File: src/rtl/multicycle_datapath_pkg.sv
// Shared definitions for the multicycle MIPS-subset datapath:
// opcode/funct codes, FSM state encoding and ALU operation encoding.
package multicycle_datapath_pkg;

    localparam logic [5:0] OP_R    = 6'h00;
    localparam logic [5:0] OP_J    = 6'h02;
    localparam logic [5:0] OP_BEQ  = 6'h04;
    localparam logic [5:0] OP_ADDI = 6'h08;
    localparam logic [5:0] OP_LW   = 6'h23;
    localparam logic [5:0] OP_SW   = 6'h2B;

    localparam logic [5:0] FN_ADD = 6'h20;
    localparam logic [5:0] FN_SUB = 6'h22;
    localparam logic [5:0] FN_AND = 6'h24;
    localparam logic [5:0] FN_OR  = 6'h25;
    localparam logic [5:0] FN_SLT = 6'h2A;

    typedef enum logic [3:0] {
        FETCH,
        DECODE,
        EXEC,
        MEMRD,
        MEMWR,
        WB,
        BRANCH,
        JUMP,
        HALT
    } state_t;

    typedef enum logic [2:0] {
        ALU_ADD,
        ALU_SUB,
        ALU_AND,
        ALU_OR,
        ALU_SLT
    } alu_op_t;

endpackage

File: src/rtl/multicycle_datapath_if.sv
// Unified instruction/data memory port with a req/ready handshake.
// The CPU side is the master; the memory is the slave.
interface multicycle_datapath_if #(
    parameter int N = 32
);

    logic         req;
    logic         we;
    logic [N-1:0] addr;
    logic [N-1:0] wdata;
    logic [N-1:0] rdata;
    logic         ready;

    modport master (
        output req,
        output we,
        output addr,
        output wdata,
        input  rdata,
        input  ready
    );

    modport slave (
        input  req,
        input  we,
        input  addr,
        input  wdata,
        output rdata,
        output ready
    );

endinterface

File: src/rtl/multicycle_datapath_ctrl.sv
// Sequencing FSM: walks each instruction through its states and
// decodes opcode/funct into ALU operation and writeback selects.
module mc_controller
    import multicycle_datapath_pkg::*;
(
    input  logic       clk,
    input  logic       rst_n,
    input  logic [5:0] opcode,
    input  logic [5:0] funct,
    input  logic       hit,
    output state_t     state,
    output state_t     state_next,
    output alu_op_t    alu_op,
    output logic       use_imm,
    output logic       dst_rd,
    output logic       wb_mem,
    output logic       retire,
    output logic       halted
);

    logic is_r;
    logic is_lw;
    logic is_sw;
    logic is_addi;
    logic is_beq;
    logic is_j;
    logic r_ok;

    assign is_r    = opcode == OP_R;
    assign is_lw   = opcode == OP_LW;
    assign is_sw   = opcode == OP_SW;
    assign is_addi = opcode == OP_ADDI;
    assign is_beq  = opcode == OP_BEQ;
    assign is_j    = opcode == OP_J;

    assign use_imm = !is_r;
    assign dst_rd  = is_r;
    assign wb_mem  = is_lw;

    always_comb begin
        alu_op = ALU_ADD;
        r_ok   = 1'b1;
        unique case (funct)
            FN_ADD:  alu_op = ALU_ADD;
            FN_SUB:  alu_op = ALU_SUB;
            FN_AND:  alu_op = ALU_AND;
            FN_OR:   alu_op = ALU_OR;
            FN_SLT:  alu_op = ALU_SLT;
            default: r_ok   = 1'b0;
        endcase
        // Immediate forms (lw/sw/addi) always add.
        if (!is_r) begin
            alu_op = ALU_ADD;
        end
    end

    always_ff @(posedge clk or negedge rst_n) begin
        if (!rst_n) begin
            state <= FETCH;
        end else begin
            state <= state_next;
        end
    end

    always_comb begin
        state_next = state;
        unique case (state)
            FETCH: begin
                if (hit) state_next = DECODE;
            end
            DECODE: begin
                unique case (1'b1)
                    is_r:                      state_next = r_ok ? EXEC : HALT;
                    is_lw || is_sw || is_addi: state_next = EXEC;
                    is_beq:                    state_next = BRANCH;
                    is_j:                      state_next = JUMP;
                    default:                   state_next = HALT;
                endcase
            end
            EXEC: begin
                unique case (1'b1)
                    is_lw:   state_next = MEMRD;
                    is_sw:   state_next = MEMWR;
                    default: state_next = WB;
                endcase
            end
            MEMRD: begin
                if (hit) state_next = WB;
            end
            MEMWR: begin
                if (hit) state_next = FETCH;
            end
            WB:      state_next = FETCH;
            BRANCH:  state_next = FETCH;
            JUMP:    state_next = FETCH;
            HALT:    state_next = HALT;
            default: state_next = HALT;
        endcase
    end

    assign retire = (state == WB) || (state == BRANCH) || (state == JUMP)
                 || ((state == MEMWR) && hit);
    assign halted = state == HALT;

endmodule

File: src/rtl/multicycle_datapath.sv
// Multicycle MIPS-subset datapath: PC, IR, A/B/ALUOut/MDR holding
// registers and a 32-entry register file behind one shared memory port.
module multicycle_datapath
    import multicycle_datapath_pkg::*;
#(
    parameter int           N        = 32,
    parameter logic [N-1:0] RESET_PC = '0
) (
    input  logic                  clk,
    input  logic                  reset,
    multicycle_datapath_if.master mem,
    output logic [N-1:0]          pc,
    output logic                  retire,
    output logic                  halted
);

    state_t       state;
    state_t       state_next;
    alu_op_t      alu_op;
    logic         use_imm;
    logic         dst_rd;
    logic         wb_mem;
    logic         hit;
    logic         issue;

    logic [31:0]  ir;
    logic [N-1:0] a;
    logic [N-1:0] b;
    logic [N-1:0] alu_out;
    logic [N-1:0] mdr;
    logic [N-1:0] rf [32];

    logic [4:0]   rs;
    logic [4:0]   rt;
    logic [4:0]   rd;
    logic [4:0]   dst;
    logic [N-1:0] sext;
    logic [N-1:0] src_b;
    logic [N-1:0] alu_y;
    logic [N-1:0] pc_inc;
    logic [N-1:0] pc_next;
    logic [N-1:0] jump_pc;
    logic [N-1:0] wb_data;

    mc_controller u_ctrl (
        .clk        (clk),
        .rst_n      (reset),
        .opcode     (ir[31:26]),
        .funct      (ir[5:0]),
        .hit        (hit),
        .state      (state),
        .state_next (state_next),
        .alu_op     (alu_op),
        .use_imm    (use_imm),
        .dst_rd     (dst_rd),
        .wb_mem     (wb_mem),
        .retire     (retire),
        .halted     (halted)
    );

    assign hit     = mem.req && mem.ready;
    assign rs      = ir[25:21];
    assign rt      = ir[20:16];
    assign rd      = ir[15:11];
    assign dst     = dst_rd ? rd : rt;
    assign sext    = {{(N-16){ir[15]}}, ir[15:0]};
    assign src_b   = use_imm ? sext : b;
    assign pc_inc  = pc + N'(4);
    assign jump_pc = {pc[N-1:28], ir[25:0], 2'b00};
    assign wb_data = wb_mem ? mdr : alu_out;

    always_comb begin
        alu_y = '0;
        unique case (alu_op)
            ALU_ADD: alu_y = a + src_b;
            ALU_SUB: alu_y = a - src_b;
            ALU_AND: alu_y = a & src_b;
            ALU_OR:  alu_y = a | src_b;
            ALU_SLT: alu_y = {{(N-1){1'b0}}, $signed(a) < $signed(src_b)};
            default: alu_y = '0;
        endcase
    end

    always_comb begin
        pc_next = pc;
        unique case (state)
            FETCH:   if (hit) pc_next = pc_inc;
            BRANCH:  if (a == b) pc_next = alu_out;
            JUMP:    pc_next = jump_pc;
            default: ;
        endcase
    end

    // Requests are launched on entry to a memory state, so the address
    // is taken from the value the PC / ALU will hold in that state.
    assign issue = !mem.req && ((state_next == FETCH)
                             || (state_next == MEMRD)
                             || (state_next == MEMWR));

    always_ff @(posedge clk or negedge reset) begin
        if (!reset) begin
            mem.req   <= 1'b0;
            mem.we    <= 1'b0;
            mem.addr  <= '0;
            mem.wdata <= '0;
        end else if (hit) begin
            mem.req <= 1'b0;
            mem.we  <= 1'b0;
        end else if (issue) begin
            mem.req   <= 1'b1;
            mem.we    <= state_next == MEMWR;
            mem.addr  <= (state_next == FETCH) ? pc_next : alu_y;
            mem.wdata <= b;
        end
    end

    always_ff @(posedge clk or negedge reset) begin
        if (!reset) begin
            pc      <= RESET_PC;
            ir      <= '0;
            a       <= '0;
            b       <= '0;
            alu_out <= '0;
            mdr     <= '0;
        end else begin
            pc <= pc_next;
            unique case (state)
                FETCH: begin
                    if (hit) ir <= mem.rdata[31:0];
                end
                DECODE: begin
                    a       <= rf[rs];
                    b       <= rf[rt];
                    alu_out <= pc + (sext << 2);
                end
                EXEC: begin
                    alu_out <= alu_y;
                end
                MEMRD: begin
                    if (hit) mdr <= mem.rdata;
                end
                default: ;
            endcase
        end
    end

    // r0 is never written, so it keeps its reset value of zero.
    always_ff @(posedge clk or negedge reset) begin
        if (!reset) begin
            for (int i = 0; i < 32; i++) begin
                rf[i] <= '0;
            end
        end else if ((state == WB) && (dst != 5'd0)) begin
            rf[dst] <= wb_data;
        end
    end

endmodule
File: src/flat_wrapper.sv
// flat-port wrapper written by rule: the top's interface ports become plain ports
module multicycle_datapath_flat import multicycle_datapath_pkg::*;
#(
    parameter int           N        = 32,
    parameter logic [N-1:0] RESET_PC = '0
)
  (clk, reset, pc, retire, halted, mem_req, mem_we, mem_addr, mem_wdata, mem_rdata, mem_ready);
  multicycle_datapath_if #(.N(N)) mem_i ();
  input  logic clk;
  input  logic reset;
  output logic [N-1:0] pc;
  output logic retire;
  output logic halted;
  output wire logic [$bits(mem_i.req)-1:0] mem_req;
  output wire logic [$bits(mem_i.we)-1:0] mem_we;
  output wire logic [$bits(mem_i.addr)-1:0] mem_addr;
  output wire logic [$bits(mem_i.wdata)-1:0] mem_wdata;
  input wire logic [$bits(mem_i.rdata)-1:0] mem_rdata;
  input wire logic [$bits(mem_i.ready)-1:0] mem_ready;
  assign mem_req = mem_i.req;
  assign mem_we = mem_i.we;
  assign mem_addr = mem_i.addr;
  assign mem_wdata = mem_i.wdata;
  assign mem_i.rdata = mem_rdata;
  assign mem_i.ready = mem_ready;
  multicycle_datapath #(.N(N), .RESET_PC(RESET_PC)) u_core (.clk(clk), .reset(reset), .mem(mem_i), .pc(pc), .retire(retire), .halted(halted));
endmodule
File: config.mk
export PLATFORM = sky130hd
export DESIGN_NAME = multicycle_datapath_flat
export DESIGN_NICKNAME = d
export VERILOG_FILES = /design/src/rtl/multicycle_datapath_pkg.sv /design/src/rtl/multicycle_datapath_if.sv /design/src/rtl/multicycle_datapath_ctrl.sv /design/src/rtl/multicycle_datapath.sv /design/src/flat_wrapper.sv
export SDC_FILE = /design/constraint.sdc
export NUM_CORES = 2
export LEC_CHECK = 0
export CORE_ASPECT_RATIO = 1.4
export CORE_MARGIN = 3
export CORE_UTILIZATION = 35
export DETAILED_ROUTE_END_ITERATION = 7
export PLACE_DENSITY = 0.6
export SKIP_LAST_GASP = 1
export SLEW_MARGIN = 0
export SYNTH_ARGS = -nofsm -noshare
export SYNTH_HDL_FRONTEND = slang
export SYNTH_SLANG_ARGS = --single-unit
File: constraint.sdc
create_clock -name clk -period 12 [get_ports clk]
set_input_delay 3.6 -clock clk [delete_from_list [all_inputs] [get_ports clk]]
set_output_delay 3.6 -clock clk [all_outputs]
set_load 0.1 [all_outputs]
Yosys cells after proc, flatten, opt, wreduce, memory -nomap -nowiden
Cells that the tools add are included.

Output and inout bits: 100. Word-level logic and storage cells: 140. Input bits: 35. Register bits: 1286.

Multiplexer cells: 32. Eq/ne operators: 25. Bitwise logic cells: 6. Order comparisons: 5. Reductions and logical operators: 25. Add/sub/neg operators: 4.

Operators with widths (count): bitwise mux 1024 bit (1); binary-select mux 32 bit (select 5 bit) (2); two-way mux 32 bit (10); demux 32 bit (select 5 bit) (1); case mux 32 bit (5 select lines) (1); case mux 32 bit (3 select lines) (1); adder 32 bit (2); case mux 32 bit (2 select lines) (1); == test 6 bit (second input constant) (7); adder 32 x 3 -> 32 bit (second input constant) (1); bitwise AND 32 bit (1); == test 32 bit (1); < comparator 32 bit (1); OR 32 bit (1); subtractor 32 bit (1); case mux 4 bit (6 select lines) (1); == test 4 x 3 -> 1 bit (second input constant) (5); >= comparator 6 bit (second input constant) (3); NOT 5 -> 6 bit (3); two-way mux 4 bit (4); case mux 4 bit (4 select lines) (1); == test 4 x 2 -> 1 bit (second input constant) (3); case mux 3 bit (4 select lines) (1); zero test 4 bit (2); 24 further kinds (42).

Depth between registers and ports, before layout
Word-level depth: 12. Mapped depth: 22. Depth with buffers taken out: 17.

Modules after synthesis
From an unflattened synthesis, not the netlist that was laid out.

Cell total of the unflattened synthesis: 6497. Area total of the unflattened synthesis: 70396.3 sq um.

By module, submodules not included: multicycle_datapath (area an instance 69962.1 sq um, times used 1, sequential area each 32080.8 sq um, cells an instance 6442); mc_controller (area an instance 434.2 sq um, times used 1, sequential area each 100.1 sq um, cells an instance 55).

Worst setup path before layout
OpenSTA, ideal clock, no wires.

Kind: input -> output. Start: input port mem_ready. End: output port retire. Data arrival time: 5276 ps. Data required time: 8400 ps. Path buffers: 0. Stages: 2. Setup slack: 3124 ps. Cells stage by stage: nand2_1 a21oi_1.

Cells in the longest elaborated chain, start to end: 3.

RTL lines: start: declaration (RTL line flat_wrapper.sv:19) `input wire logic [$bits(mem_i.ready)-1:0] mem_ready;`; logical AND 1 bit (RTL line multicycle_datapath.sv:61) `assign hit = mem.req && mem.ready;`; logical AND 1 bit (RTL line multicycle_datapath_ctrl.sv:102) `|| ((state == MEMWR) && hit);`; logical OR 1 bit (RTL line multicycle_datapath_ctrl.sv:102); end: declaration (RTL line flat_wrapper.sv:12) `output logic retire;`.

No other way between the ends.

Worst setup path in the final report
Same ends and word-level chain as after synthesis.

==> impl_metrics.yaml <==
pwr:
  p_switching_w: 0.006160
  swShare_pct: 41.60
  power_frac_clock_pct: 26.7
  leakagePower_nw: 33.25
  ir_drop_v: 0.0002702
  p_per_area_mw_per_mm2: 189.2
  combPwrFrac_pct: 38.5
  p_int_w: 0.008646
  seqPwrFrac_pct: 34.8
worst_setup_path:
  critPathTopFamily: "buffers and inverters"
  crit_chain: "clkdlybuf4s50_1, nand2_1, a21oi_1, clkdlybuf4s50_1"
  rr_endpoint: "u_core.alu_out[30]$_DFFE_PN0P_"
  cpMostUsedCell: "clkdlybuf4s50_1"
  worstSetupPathType: "in2out"
  cp-start-kind: "primary input"
  crit_arrival_ps: 5840
  slowest_stage: "clkdlybuf4s50_1"
  worstPathRequired_ps: 8400
  reg2reg_slack_ps: 6020
  cp_max_fo: 8
  rr_worst_depth: 18
  critPathMaxStageDelay_ps: 1170
  cp-end-kind: "output port"
  reg2reg_from: "u_core.ir[27]$_DFFE_PN0P_"
  path_buf_inv: 2
cells_and_area:
  area_growth_pct: 10.68
  num-nets-final: 6430
  design_area_mm2: 0.07827
  final_layout_size_suffix_gt1_share_pct: 17.78
  fin_util_pct: 39.08
  finalNonFillerCells: 8996
detailed_routing:
  drtAntennaViolNets: 0
  drt_first_iter_violations: 5192
  wire_per_inst_um: 25.87
  wl_um: 232700
  drc: 0
  num_vias: 52260
  first_pass_iters: 8
  viasPerCell: 5.809
floorplan:
  die_w_um: 385.9
  rows: 194
  die_area_mm2: 0.2075
  io_pins: 135
  die_y_um: 537.8
  start_util_pct: 35.31
  core_mm2: 0.2003
clock_tree:
  cts_max_level: 3
  cts_hold_buf: 0
  clk_pin_slew_ps: 70
  cts_root_buf: "clkbuf_16"
  clock-sinks: 1286
  cts_tree: "built"
  cts_resized: 0
  post_cts_buffers: 0
  clk-insertion-delay-late_ps: 760
  clk_path_buf_depth: 3
  cts_buffers: 119
synthesis:
  synthTopCellsByArea: "dfrtp_1, mux4_2, a21oi_1"
  syn_avg_cell_area_um2: 10.92
  yosys.area.top_type: "dfrtp_1"
  yosys.cell_types.count: 95
  synth_common_cells: "dfrtp_1, nand2_1, a21oi_1, nor2_1, o21ai_0"
  async_reset_ff_share_pct: 100.0
  yosysTopAreaCellShare_pct: 45.51
  syn_area_mm2: 0.07072
  synth.most_common_cell: "dfrtp_1"
  synth_edf_count: 0
  postSynthCellCount: 6478
  seq_area_frac_synth_pct: 45.51
  synth_fp_nets: 6657
  ys_seq_elements: 1286
  synth_ff_type: "dfrtp_1"
  yosysWarnings: 0
global_route:
  grt_pass1_vias: 52480
  grt_max_degree: 183
  grt.total_usage_pct: 22.29
  antenna_found_initial: 1
  grt_pass1_wl_um: 346800
  overflow: 0
sta:
  max_freq_ghz: 0.1060
  rsz0062_at_grt: "no"
  whs_ps: 397.0
  relSlewSlack_pct: 15.09
  finalHoldViolCount: 0
  setup_viol: 0
  finalClockSkew_ps: 32.24
  worst_pin_slew_ps: 1274
  totalNegativeSetupSlack_ps: 0
  fin_crit_ps: 9438
  slew_violations: 0
  period_share_pct: 78.65
hold_path:
  hold_end: "u_core.rf[1017]$_DFFE_PN0P_"
  hp-start: "u_core.rf[1017]$_DFFE_PN0P_"
  whs_path_depth: 0
  hp-class: "reg2reg"
placed_design:
  dpl_cell_area_mm2: 0.07425
  routabilityCongestion: 0.9788
  io_buffers: 134
  place_inst: 8776
  hpwl_um: 142100
status:
  status: "finished clean"
job:
  max_cap_violations: 0
## per-stage QoR
| stage | power (W) | setup WS (ps) |
|---|---|---|
| 2_1_floorplan | 0.009033 | 3124 |
| 3_3_place_gp | 0.01087 | 2615 |
| 3_5_place_dp | 0.01089 | 2589 |
| 5_1_grt | 0.01543 | 2507 |
| 4_1_cts | 0.01485 | 2593 |
| 6_report | 0.01481 | 2562 |
## registers in the layout, summed over array words and instances (netlist names)
signal / flops
u_core.u_ctrl.state: 4
u_core.rf: 1024
u_core.b: 32
u_core.mem.req: 1
u_core.alu_out: 32
u_core.a: 32
u_core.ir: 32
u_core.mem.wdata: 32
u_core.pc: 32
u_core.mdr: 32
u_core.mem.addr: 32
u_core.mem.we: 1
## cells by family after synthesis
| group | share of synthesized area [%] |
|---|---|
| DFF | 45.51 |
| adders and majority gates | 2.580 |
| AOI/OAI and AO/OA | 13.34 |
| and+or+nand+nor | 10.12 |
| buffers and inverters | 4.146 |
| xor gates and xnor gates | 1.263 |
| muxes | 23.04 |
## layout make-up
type,instances,area (µm²)
inverters,120,450.4
clock buffers,183,3612
clock inverters,36,405.4
fillers,19090,122000
flip-flops and latches,1286,32220
well taps,2646,3311
multi-input cells,4473,35920
repair buffers,251,2350
diodes,1,2.502
## layer usage
layer  track usage, %  vias up  routed length [µm]
met3            2.850      507               15230
met1            28.16    26760               90070
met2            37.71     2027              114200
met5                0        -                   0
li1                 -    22970                   -
met4            11.01        0               13190
## worst max-delay path by stage
stage | start | end | slack [ps] | cells after the start
floorplan | mem_ready | retire | 3120 | 2
global placement | mem_ready | retire | 2610 | 4
detailed placement | mem_ready | retire | 2590 | 4
CTS | mem_ready | retire | 2590 | 4
global route | mem_ready | retire | 2510 | 4
finish | mem_ready | retire | 2560 | 4
## placed cells by master (no fill, tap or decap), types with 31 or more instances in the layout
cell type	count
dfrtp_1	1275
nand2_1	809
a21oi_1	675
nor2_1	652
o21ai_0	652
mux4_2	640
ha_1	141
clkdlybuf4s50_1	133
clkbuf_16	122
inv_1	120
buf_4	108
mux2i_1	87
xnor2_1	85
mux2_2	61
a21o_1	53
nand3_1	41
a211oi_1	36
o21ai_1	34
nor3_1	33
clkbuf_8	33
mux2i_2	31
## power by group through the flow
stage / clock (W) / combinational [W] / sequential [W]
after global routing: 0.00420 / 0.00606 / 0.00518
final: 0.00395 / 0.00570 / 0.00515
after floorplan: 0 / 0.00373 / 0.00530
after global placement: 0 / 0.00565 / 0.00523
after CTS: 0.00403 / 0.00568 / 0.00514
after detailed placement: 0 / 0.00567 / 0.00522
Power figures use the tool's default switching activity.
